## src/rtl/mipi_csi2_depacketizer.sv

```systemverilog
// CSI-2 byte-stream depacketizer: header parse, VC filter, RAW8/10/12 unpack to one pixel per clock.
// Optional payload CRC-16 check is built when MIPI_CSI2_CRC_EN is defined.
module mipi_csi2_depacketizer #(
  parameter int unsigned DATA_WIDTH = 12
) (
  input  logic                  clk,
  input  logic                  resetb,
  input  logic                  enable,
  input  logic                  phy_we,
  input  logic [7:0]            phy_data,
  input  logic [1:0]            vc_sel,
  input  logic                  vc_any,
  output logic [DATA_WIDTH-1:0] dato,
  output logic                  dvo,
  output logic                  lvo,
  output logic                  fvo,
  output logic [1:0]            vco,
  output logic [5:0]            dt_o,
  output logic                  pkt_err,
  output logic                  crc_err
);

  localparam int unsigned PIX_W = 12;
  localparam int unsigned NBUF  = 4;

  localparam logic [2:0] S_IDLE    = 3'd0;
  localparam logic [2:0] S_HEADER  = 3'd1;
  localparam logic [2:0] S_PAYLOAD = 3'd2;
  localparam logic [2:0] S_CRC     = 3'd3;
  localparam logic [2:0] S_DRAIN   = 3'd4;
  localparam logic [2:0] S_EOT     = 3'd5;
`ifdef MIPI_CSI2_CRC_EN
  localparam logic [2:0] S_POST    = S_CRC;
`else
  localparam logic [2:0] S_POST    = S_DRAIN;
`endif

  logic [2:0]                  r_state, w_state_nxt;
  logic [1:0]                  r_vc;
  logic [5:0]                  r_dt;
  logic [1:0]                  r_bytecnt;
  logic [15:0]                 r_wc_hdr;
  logic [15:0]                 r_wc;
  logic [2:0]                  r_gcnt;
  logic [3:0][7:0]             r_gb;
  logic [NBUF-1:0][PIX_W-1:0]  r_buf;
  logic [2:0]                  r_bcnt;
  logic [1:0]                  r_rd;
`ifdef MIPI_CSI2_CRC_EN
  logic [15:0]                 r_crc;
  logic [7:0]                  r_crc_lsb;
`endif

  logic                        w_vc_ok, w_raw, w_fs, w_fe, w_start, w_pkt_err, w_crc_bad;
  logic                        w_byte, w_grp_done, w_emit;
  logic [2:0]                  w_gsize, w_npix, w_bcnt_nxt;
  logic [NBUF-1:0][PIX_W-1:0]  w_pix;

`ifdef MIPI_CSI2_CRC_EN
  // Reflected CRC-16/0x1021 (0x8408), one byte LSB first
  function automatic logic [15:0] f_crc_byte(input logic [15:0] c, input logic [7:0] b);
    logic [15:0] v;
    v = c;
    for (int i = 0; i < 8; i++) v = (v[0] ^ b[i]) ? ((v >> 1) ^ 16'h8408) : (v >> 1);
    return v;
  endfunction
`endif

  assign w_vc_ok    = vc_any || (r_vc == vc_sel);
  assign w_raw      = (r_dt == 6'h2A) || (r_dt == 6'h2B) || (r_dt == 6'h2C);
  assign w_byte     = (r_state == S_PAYLOAD) && phy_we;
  assign w_grp_done = w_byte && (r_gcnt == (w_gsize - 3'd1));
  assign w_emit     = (r_bcnt != 3'd0);
  assign w_bcnt_nxt = w_grp_done ? w_npix : (w_emit ? (r_bcnt - 3'd1) : r_bcnt);

  // Group geometry and pixel assembly; the current byte always closes the group
  always_comb begin
    w_pix   = '0;
    w_gsize = 3'd1;
    w_npix  = 3'd1;
    case (dt_o)
      6'h2B: begin
        w_gsize = 3'd5;
        w_npix  = 3'd4;
        for (int k = 0; k < 4; k++) w_pix[k] = PIX_W'({r_gb[k], phy_data[2*k +: 2]});
      end
      6'h2C: begin
        w_gsize  = 3'd3;
        w_npix   = 3'd2;
        w_pix[0] = {r_gb[0], phy_data[3:0]};
        w_pix[1] = {r_gb[1], phy_data[7:4]};
      end
      default: w_pix[0] = PIX_W'(phy_data);
    endcase
  end

  always_comb begin
    w_state_nxt = r_state;
    w_fs        = 1'b0;
    w_fe        = 1'b0;
    w_start     = 1'b0;
    w_pkt_err   = 1'b0;
    w_crc_bad   = 1'b0;
    case (r_state)
      S_IDLE:    if (phy_we) w_state_nxt = S_HEADER;
      S_HEADER: begin
        if (phy_we && (r_bytecnt == 2'd2)) begin
          w_state_nxt = S_EOT;
          if (w_vc_ok) begin
            if (r_dt == 6'h00)      w_fs = 1'b1;
            else if (r_dt == 6'h01) w_fe = 1'b1;
            else if (w_raw) begin
              w_start     = 1'b1;
              w_state_nxt = (r_wc_hdr == 16'd0) ? S_POST : S_PAYLOAD;
            end
            else if (r_dt >= 6'h20) w_pkt_err = 1'b1;
          end
        end
      end
      S_PAYLOAD: begin
        if (!phy_we) begin
          w_pkt_err   = 1'b1;
          w_state_nxt = S_DRAIN;
        end
        else if (r_wc == 16'd1) w_state_nxt = S_POST;
      end
`ifdef MIPI_CSI2_CRC_EN
      S_CRC: begin
        if (phy_we && (r_bytecnt == 2'd1)) begin
          w_state_nxt = S_DRAIN;
          w_crc_bad   = ({phy_data, r_crc_lsb} != r_crc);
        end
      end
`endif
      S_DRAIN:   if (r_bcnt == 3'd0) w_state_nxt = S_EOT;
      S_EOT:     if (!phy_we) w_state_nxt = S_IDLE;
      default:   w_state_nxt = S_IDLE;
    endcase
    if (!enable) begin
      w_state_nxt = S_IDLE;
      w_fs        = 1'b0;
      w_fe        = 1'b0;
      w_start     = 1'b0;
      w_pkt_err   = 1'b0;
      w_crc_bad   = 1'b0;
    end
  end

  always_ff @(posedge clk or negedge resetb) begin
    if (!resetb) r_state <= S_IDLE;
    else         r_state <= w_state_nxt;
  end

  always_ff @(posedge clk or negedge resetb) begin
    if (!resetb) begin
      dato      <= '0;
      dvo       <= 1'b0;
      lvo       <= 1'b0;
      fvo       <= 1'b0;
      vco       <= 2'd0;
      dt_o      <= 6'd0;
      pkt_err   <= 1'b0;
      crc_err   <= 1'b0;
      r_vc      <= 2'd0;
      r_dt      <= 6'd0;
      r_bytecnt <= 2'd0;
      r_wc_hdr  <= 16'd0;
      r_wc      <= 16'd0;
      r_gcnt    <= 3'd0;
      r_gb      <= '0;
      r_buf     <= '0;
      r_bcnt    <= 3'd0;
      r_rd      <= 2'd0;
`ifdef MIPI_CSI2_CRC_EN
      r_crc     <= 16'hFFFF;
      r_crc_lsb <= 8'd0;
`endif
    end
    else begin
      pkt_err <= w_pkt_err;
      crc_err <= w_crc_bad;
      if ((r_state == S_IDLE) && phy_we) begin
        {r_vc, r_dt} <= phy_data;
        r_bytecnt    <= 2'd0;
      end
      if ((r_state == S_HEADER) && phy_we) begin
        r_bytecnt <= r_bytecnt + 2'd1;
        if (r_bytecnt == 2'd0) r_wc_hdr[7:0]  <= phy_data;
        if (r_bytecnt == 2'd1) r_wc_hdr[15:8] <= phy_data;
      end
      if (w_fs) begin
        fvo <= 1'b1;
        vco <= r_vc;
      end
      if (w_fe) fvo <= 1'b0;
      if (w_start) begin
        r_wc      <= r_wc_hdr;
        dt_o      <= r_dt;
        r_gcnt    <= 3'd0;
        r_bytecnt <= 2'd0;
`ifdef MIPI_CSI2_CRC_EN
        r_crc     <= 16'hFFFF;
`endif
      end
      if (w_byte) begin
        r_wc <= r_wc - 16'd1;
`ifdef MIPI_CSI2_CRC_EN
        r_crc <= f_crc_byte(r_crc, phy_data);
`endif
        if (w_grp_done) r_gcnt <= 3'd0;
        else begin
          r_gb[r_gcnt[1:0]] <= phy_data;
          r_gcnt            <= r_gcnt + 3'd1;
        end
      end
      if ((r_state == S_PAYLOAD) && !phy_we) r_gcnt <= 3'd0;
`ifdef MIPI_CSI2_CRC_EN
      if ((r_state == S_CRC) && phy_we) begin
        r_bytecnt <= r_bytecnt + 2'd1;
        if (r_bytecnt == 2'd0) r_crc_lsb <= phy_data;
      end
`endif
      // Head of buffer is read before a same-cycle reload overwrites it
      dvo <= w_emit;
      if (w_emit) begin
        dato <= DATA_WIDTH'(r_buf[r_rd]);
        r_rd <= r_rd + 2'd1;
      end
      if (w_grp_done) begin
        r_buf <= w_pix;
        r_rd  <= 2'd0;
      end
      r_bcnt <= w_bcnt_nxt;
      lvo    <= w_emit || (lvo && ((w_bcnt_nxt != 3'd0) || (w_state_nxt == S_PAYLOAD)));
      if (!enable) begin
        dvo    <= 1'b0;
        lvo    <= 1'b0;
        fvo    <= 1'b0;
        r_bcnt <= 3'd0;
        r_gcnt <= 3'd0;
      end
    end
  end

endmodule

```

## config.mk

```make
export PLATFORM = sky130hd
export DESIGN_NAME = mipi_csi2_depacketizer
export DESIGN_NICKNAME = d
export VERILOG_FILES = /design/src/rtl/mipi_csi2_depacketizer.sv
export SDC_FILE = /design/constraint.sdc
export NUM_CORES = 1
export LEC_CHECK = 0
export CAP_MARGIN = 20
export CORE_ASPECT_RATIO = 0.7
export CORE_UTILIZATION = 60
export DETAILED_ROUTE_END_ITERATION = 16
export PLACE_DENSITY = 0.8
export SYNTH_ARGS = -nofsm -noshare
export SYNTH_HDL_FRONTEND = slang
export SYNTH_SLANG_ARGS = --single-unit
export TNS_END_PERCENT = 1
```

## constraint.sdc

```tcl
create_clock -name clk -period 2.5 [get_ports clk]
set_clock_uncertainty 0.1 [all_clocks]
set_input_delay 0.5 -clock clk [delete_from_list [all_inputs] [get_ports clk]]
set_output_delay 0.5 -clock clk [all_outputs]
set_load 0.03 [all_outputs]
```

---- After elaboration in Yosys (flattened, before gate mapping) ----
Index checks and enable logic that the tools add are counted.
storage, ports and cells
  bits in registers ....................... 157
  bits in latches ......................... 0
  RAM bits ................................ 0
  bits in read-only memories .............. 0
  bits of input ports ..................... 15
  output and inout bits ................... 25
  word-level logic and storage cells ...... 151
  memories ................................ 0
operators by class
  $add $sub $neg .......................... 6
  multiply operators ...................... 0
  divide/modulo/power cells ............... 0
  $lt $le $gt $ge ......................... 4
  equal/unequal tests ..................... 18
  shift operators ......................... 0
  mux-type cells .......................... 70
  bitwise logic cells ..................... 1
  reductions and logical operators ........ 27
operator list
  cell                     count
  $mux W3                  20
  $pmux W12 S2             2
  $bwmux W32               1
  $mux W16                 2
  $mux W1                  31
  $eq A6 B6 Y1 const B     5
  $bmux W12 S2             1
  $mux W22                 1
  $demux W8 S2             1
  $eq A16 B1 Y1 const B    1
  $logic_not A16 Y1        1
  $sub A16 B1 Y16 const B  1
  $pmux W3 S5              1
  $mux W12                 1
  $pmux W3 S2              2
  $mux W2                  5
  $reduce_bool A3 Y1       3
  $logic_and A1 B1 Y1      8
  $mux W8                  1
  $eq A3 B2 Y1 const B     2
  $eq A3 B3 Y1 const B     2
  $eq A6 B1 Y1 const B     1
  $ge A6 B6 Y1 const B     1
  $logic_not A3 Y1         2
  other kinds (20)         30

---- Longest topological paths before layout ----
Gate-level depths: netlist of the first run.
  word-level depth ........................ 15
  depth in mapped cells ................... 9
  mapped depth without buffers ............ 8

---- Worst setup path after synthesis of the first run ----
Ideal clock, no wire load.
  path kind ............................... register -> register
  from .................................... register dt_o[0]
  to ...................................... register lvo
  library setup time ...................... 0.135 ns
  data arrival time ....................... 2.187 ns
  data required time ...................... 2.265 ns
  path slack .............................. 0.079 ns
  cell stages (with the launch flop) ...... 8
  path buffers ............................ 1
  clock period less this slack ............ 2.421 ns
  path through ............................ dfrtp_1 -> or3b_2 -> o21ai_0 -> or4b_1 -> buf_2 -> mux2_4 -> nor3_2 -> a31oi_1
between the ends
  cells in the longest elaborated chain, start to end .. 11
  elaborated cells on any way between the ends .. 13
  those cells by class .................... add/sub: 1; eq/ne: 3; mux: 4; reduce/logical: 5
RTL lines
  what                      line  RTL
  start: declaration        18    output logic [5:0] dt_o,
  start signal: assignment  198   dt_o <= r_dt;
  $eq A6 B6 Y1              81    case (dt_o)
  $pmux W3 S2               81
  $sub A3 B1 Y3             72    assign w_grp_done = w_byte && (r_gcnt == (w_gsize - 3'd1));
  $eq A3 B3 Y1              72
  $logic_and A1 B1 Y1       72
  $mux W3 *                 74    assign w_bcnt_nxt = w_grp_done ? w_npix : (w_emit ? (r_bcnt - 3'd1) : r_bcnt);
  $reduce_bool A3 Y1 *      234   lvo <= w_emit || (lvo && ((w_bcnt_nxt != 3'd0) || (w_state_nxt == S_PAYLOAD)));
  $logic_or A1 B1 Y1 *      234
  $logic_and A1 B1 Y1 *     234
  $logic_or A1 B1 Y1 *      234
  $mux W1 *                 235   if (!enable) begin
  end signal: assignment    234
  end: declaration          15    output logic lvo,
Mark *: on every way between the ends. The rest lies on a longest branch, timed or not.
A chain may end at the register's enable or synchronous reset.

---- Final worst setup path of the first run ----
  from .................................... register dt_o[4]
  to ...................................... register r_gb[24] (netlist bit)
between the ends
  cells in the longest elaborated chain, start to end .. 7
  elaborated cells on any way between the ends .. 8
  those cells by class .................... add/sub: 1; eq/ne: 3; mux: 1; bitwise: 1; reduce/logical: 2
RTL lines
  what                            line  RTL
  $eq A6 B6 Y1                    81
  $pmux W3 S2 *                   81
  $sub A3 B1 Y3 *                 72
  $eq A3 B3 Y1 *                  72
  $logic_and A1 B1 Y1 *           72
  $not A1 Y1 (no line) *          n/a
  $reduce_and A2 Y1 (no line) *   n/a
  end signal: indexed assignment  212   r_gb[r_gcnt[1:0]] <= phy_data;
  end: declaration                45    logic [3:0][7:0] r_gb;
Marked as above.

==> reports/results.ini, run 1 <==
[yosys]
synth_ff_type=dfrtp_1
synth_top_area_share_pct=54.1
synthesis.area_um2=7070
synth_adder_area_share_pct=1.95
synth_top_family_by_area=simple AND/OR/NAND/NOR gates
synth_seq_cells=153
synth_compound_area_share_pct=10.4
synthXorXnorAreaFrac_pct=0.867
muxShareOfSynthArea_pct=13.3
netlist_top_cells_count=dfrtp_1, nand2_1, mux2_2, o21ai_0, nor2_1
yosys.area.top_type=dfrtp_1
synth-seq-area-share_pct=54.1
synth-simple-area-share_pct=16.2
syn_avg_cell_area_um2=10.7
ys_warn_count=0
yosysUniqueCellTypes=63
async_flop_share_pct=100
synth_most_common_cell=dfrtp_1
syn_inst=663
synth_edf_count=0
synthTopCellsByArea=dfrtp_1, mux2_2, nand2_1
syn-num-nets=689

[finish]
fillers=688
stdcell_count=899
drive_gt1_share_pct=22.1
layout.nets=759
diodes=0
syn_to_final_growth_pct=22.6

[global_route]
antenna_found_initial=0
grt_usage_pct=32.6
grt-ovfl-total=0
grt_pass1_vias=5529
grt_pass1_wl_um=29600
grt_max_degree=53

[clock_network]
numCtsBuffers=17
post_cts_buffers=0
tritoncts=done
clock_latency_ns=0.42
numClockSinks=153
htreeDepth=4
clkTransAtPathRegs_ns=0.06
root_buffer=clkbuf_16
clockBufferDepth=2

[route]
post-route-drc-count=0
wl_per_cell_um=20.6
postRouteAntennaNets=0
vias_per_cell=6.18
routed_wl_um=18500
drt_first_iter_violations=515
drtPass1Iterations=5
vias=5555

[critical_path]
slowest_stage=a31oi_4
critPathMaxFanout=8
critPathArrivalTime_ns=2.64
required_ns=2.70
crit_chain=nand3b_1 > buf_4 > nor2_2 > xnor2_1 > a31oi_4 > nand2_4 > mux2_4
critPathKind=flip-flop to flip-flop
crit_path_end_kind=flip-flop
start_kind=flip-flop
max_stage_delay_ns=0.44

[floorplan]
initial_utilization_pct=62.9
die_y_um=92.8
core_area_um2=11300
dieWidth_um=132
die_area_um2=12200
ios=40
rows=32

[sta]
report.final.setup_viol=0
grt_setup_unrepaired=no
period_needed_ns=2.44
hold_viol_final=0
max_freq_mhz=411
drv_slew=0
max_slew.worst_pin.slew_ns=0.678
period_share_pct=97.4
slew_headroom_pct=54.6
setup_tns_ns=0

[power_and_ir_drop]
p_leak_nw=4.02
power_density_nw_per_um2=794
ir_drop_mv=0.572

[placement]
gp_congestion=0.892
dp_hpwl_um=12200
dp.cells=866
port_buffers=38

[min_path]
hp-class=flip-flop to flip-flop

[run]
cap_violations=0

[status]
outcome=completed

## area by class of cell
class | count | area [um2] | area share, %
tap | 153 | 191 | 2.21
timing repair buffer | 89 | 833 | 9.61
clock buffer | 22 | 484 | 5.58
inverter | 14 | 52.6 | 0.606
multi-input combinational | 458 | 3070 | 35.4
clock inverter | 10 | 211 | 2.44
sequential | 153 | 3830 | 44.1
## cells in the final DEF (no fill, tap or decap), drive strengths merged, types with 9 or more instances in the layout
cell type,count
dfrtp,153
nor3,9
a22oi,12
nand2,144
o21ai,57
clkbuf,22
ha,11
mux2,58
nor2,34
mux4,10
clkdlybuf4s50,37
buf,51
inv,15
a21oi,12
nand3,17
## path summary, 6_finish.rpt
path	endpoint	start	slack (ns)	cells after the start
max in group asynchronous	r_gb[23]	resetb	1.14	3
max reg2reg	r_gb[24]	dt_o[4]	0.06	7
min reg2reg	dato[6]	dato[6]	0.36	2
max	r_gb[24]	dt_o[4]	0.06	7
min in group asynchronous	dato[8]	resetb	0.46	2
min	dato[6]	dato[6]	0.36	2
## timing repair
item	CTS	global route
gates resized for setup	1	10
cloned	0	0
pin swaps	0	2
hold endpoints to repair	35	0
hold buffers	1	0
endpoints found under the setup margin	41	33
## per-stage QoR
step                      hold slack, ns  total power, mW  setup slack (ns)  util (%)  area, um2
after global routing               0.385             7.14            0.0184      77.1       8670
final                              0.363             6.89            0.0644      77.1       8670
after floorplan                    0.104             3.55            0.0786         -       7070
after global placement             0.329             3.84            -0.348      70.4       7920
after detailed placement           0.336             3.91            -0.373      70.4       7920
after CTS                          0.369             6.91           -0.0824      76.7       8630
## flip-flops by register name, summed over array words and instances, names as in the netlist, 6 cells and up
name,count
r_buf,44
r_wc,16
dato,12
r_wc_hdr,16
r_dt,6
dt_o,6
r_gb,32
## kinds of logic (layout without fill, tap and decap cells)
logic type      Yosys count  in the layout
flops                   153            153
mux                      74             74
buf+inv                  52            135
compound gates          116            116
xor+xnor                  7              7
simple gates            249            249
other cells               1              1
fa+ha+maj                11             11
## where the power goes
part           switching, mW  internal, mW
Combinational          0.574         0.445
Sequential             0.206          2.67
Clock                   1.01          1.98
Total                   1.79          5.10
## worst max-delay path, delay by kind of cell (launching register included)
kind / cells / cell delay (ns)
compound gates: 1 / 0.44
xor+xnor: 1 / 0.12
buf+inv: 1 / 0.23
flops: 1 / 0.40
mux: 1 / 0.35
simple gates: 3 / 0.66
## per-layer routing
metal	share of wire [%]	track usage, %	up-vias
li1	-	-	2468
met1	44	48.0	2765
met2	45	48.3	291
met3	9.4	6.84	31
met4	1.4	10.6	0
met5	0	0	-
Note: power is estimated with default switching activity, not from simulation.
==> inputs of run 2 (changes only) <==
--- a/config.mk
+++ b/config.mk
@@ -5,8 +5,7 @@
 export SDC_FILE = /design/constraint.sdc
 export NUM_CORES = 1
 export LEC_CHECK = 0
-export CAP_MARGIN = 20
-export CORE_ASPECT_RATIO = 0.7
+export CORE_ASPECT_RATIO = 1.25
 export CORE_UTILIZATION = 60
 export DETAILED_ROUTE_END_ITERATION = 16
 export PLACE_DENSITY = 0.8
==> constraint.sdc (replaced) <==
create_clock -name clk -period 2.6 [get_ports clk]
set_clock_uncertainty 0.1 [all_clocks]
set_input_delay 0.52 -clock clk [delete_from_list [all_inputs] [get_ports clk]]
set_output_delay 0.52 -clock clk [all_outputs]
set_load 0.03 [all_outputs]
==> run 2 against run 1 <==
  * Worst hold slack improved by 0.0015 ns
  * Die area is essentially flat
  * Clock power shrank 17%
  * Non-clock buffer count is 14 lower
  * Global-route usage down 1.9 points
  * Critical path type unchanged
  * Largest cell class unchanged
  * Largest power group is now sequential cells
  * Highest routed layer unchanged
==> reports/results.ini, run 2 (synthesized netlist as in run 1, its figures left out) <==
[status]
outcome=completed

[global_route]
grt_pass1_vias=5456
grt_usage_pct=30.6
antenna_found_initial=0
grt-ovfl-total=0
grt_max_degree=57
grt_pass1_wl_um=28000

[route]
drt_first_iter_violations=336
post-route-drc-count=0
vias=5334
postRouteAntennaNets=0
wl_per_cell_um=19.6
drtPass1Iterations=5
routed_wl_um=17000
vias_per_cell=6.15

[critical_path]
required_ns=2.79
crit_chain=or3b_2 > o21ai_0 > or4b_2 > buf_6 > nand2_1 > o21ai_1 > a221o_1
critPathKind=flip-flop to flip-flop
max_stage_delay_ns=0.66
critPathArrivalTime_ns=2.77
crit_path_end_kind=flip-flop
critPathMaxFanout=11
start_kind=flip-flop
slowest_stage=or4b_2

[finish]
final_common_cell=dfrtp_1
largest_reg_flops=44
diodes=0
syn_to_final_growth_pct=18.6
top_regs=r_buf (44), r_gb (32)
fin_area_um2=8390
layout_common_cells=dfrtp_1, nand2_1, mux2_2
layout.nets=745
drive_gt1_share_pct=20.2
stdcell_count=867
largest_register=r_buf

[floorplan]
die_y_um=123
ios=40
die_area_um2=12200
core_area_um2=11300
dieWidth_um=99.1
rows=43
initial_utilization_pct=62.6

[sta]
max_slew.worst_pin.slew_ns=0.719
max_freq_mhz=388
slew_headroom_pct=51.9
period_needed_ns=2.58
period_share_pct=99.2
setup_ws_ns=0.0214
hold_viol_final=0
setup_tns_ns=0
drv_slew=0
report.final.setup_viol=0

[placement]
dp.cells=834
placed_area_um2=7780
post-place-ws_ns=-0.306
port_buffers=38
dp_hpwl_um=11600
gp_congestion=0.896

[power_and_ir_drop]
swShare_pct=27.1
ir_drop_mv=0.440
total_power_mw=6.19
p_sw_mw=1.68
power_density_nw_per_um2=737
intPower_mw=4.51
clkPwrFrac_pct=39.9
power.share.sequential_pct=44.6
p_leak_nw=3.85
p_comb_share_pct=15.5

[clock_network]
root_buffer=clkbuf_16
tritoncts=done
clockBufferDepth=2
clock_latency_ns=0.42
numCtsBuffers=17
clkTransAtPathRegs_ns=0.06
numClockSinks=153
htreeDepth=4
post_cts_buffers=0

[min_path]
hp-class=flip-flop to flip-flop

[run]
cap_violations=0

## run 2: changes by cell type in the layout (fill, tap and decap cells not counted), sizes merged
cell | before | now
clkinv | 0 | 3
bufinv | 6 | 2
buf | 51 | 37
inv | 15 | 16
## run 2: cell type report
type	count	area, um2
multi-input combinational	458	3030
clock buffer	22	484
sequential	153	3830
tap	135	169
timing repair buffer	75	716
clock inverter	10	115
inverter	14	52.6
fill	771	2910
## run 2: final timing paths
kind	start	to	slack, ns	cells after the start
worst max-delay path	dt_o[0]	r_buf[6]	0.02	7
worst min-delay path	dato[7]	dato[7]	0.36	2
worst max register to register	dt_o[0]	r_buf[6]	0.02	7
worst min register to register	dato[7]	dato[7]	0.36	2
max in group asynchronous	resetb	r_bcnt[0]	1.21	3
min in group asynchronous	resetb	dvo	0.52	2
## run 2: timing repair
item                       4_1_cts  5_1_grt
hold buffers                     1        0
resized for setup                0        1
hold endpoints to repair        51        0
setup endpoints to repair        0        3
## run 2: critical path, delay by kind of cell (launching register included)
kind	cells	cell delay, ns
compound gates	3	0.54
buf+inv	1	0.19
flops	1	0.37
simple gates	3	1.26
## run 2: layer usage
metal	track usage [%]	part of all wire, %	vias up
met4	15.8	3.9	0
met3	6.33	5.7	58
met2	53.8	52	197
li1	-	-	2441
met1	35.7	39	2638
met5	0	0	-
## run 2: per-stage QoR
step | utilization (%) | hold WS [ns]
2_1_floorplan | - | 0.124
3_3_place_gp | 68.8 | 0.348
3_5_place_dp | 68.8 | 0.356
4_1_cts | 74.2 | 0.370
5_1_grt | 74.3 | 0.388
6_report | 74.3 | 0.365
## run 2: power groups by stage
stage / Combinational, mW / Clock, mW / Sequential (mW)
global route: 1.06 / 2.58 / 2.78
CTS: 0.973 / 2.50 / 2.75
detailed placement: 0.964 / 0 / 2.79
floorplan: 0.674 / 0 / 2.74
finish: 0.959 / 2.47 / 2.76
global placement: 0.937 / 0 / 2.78
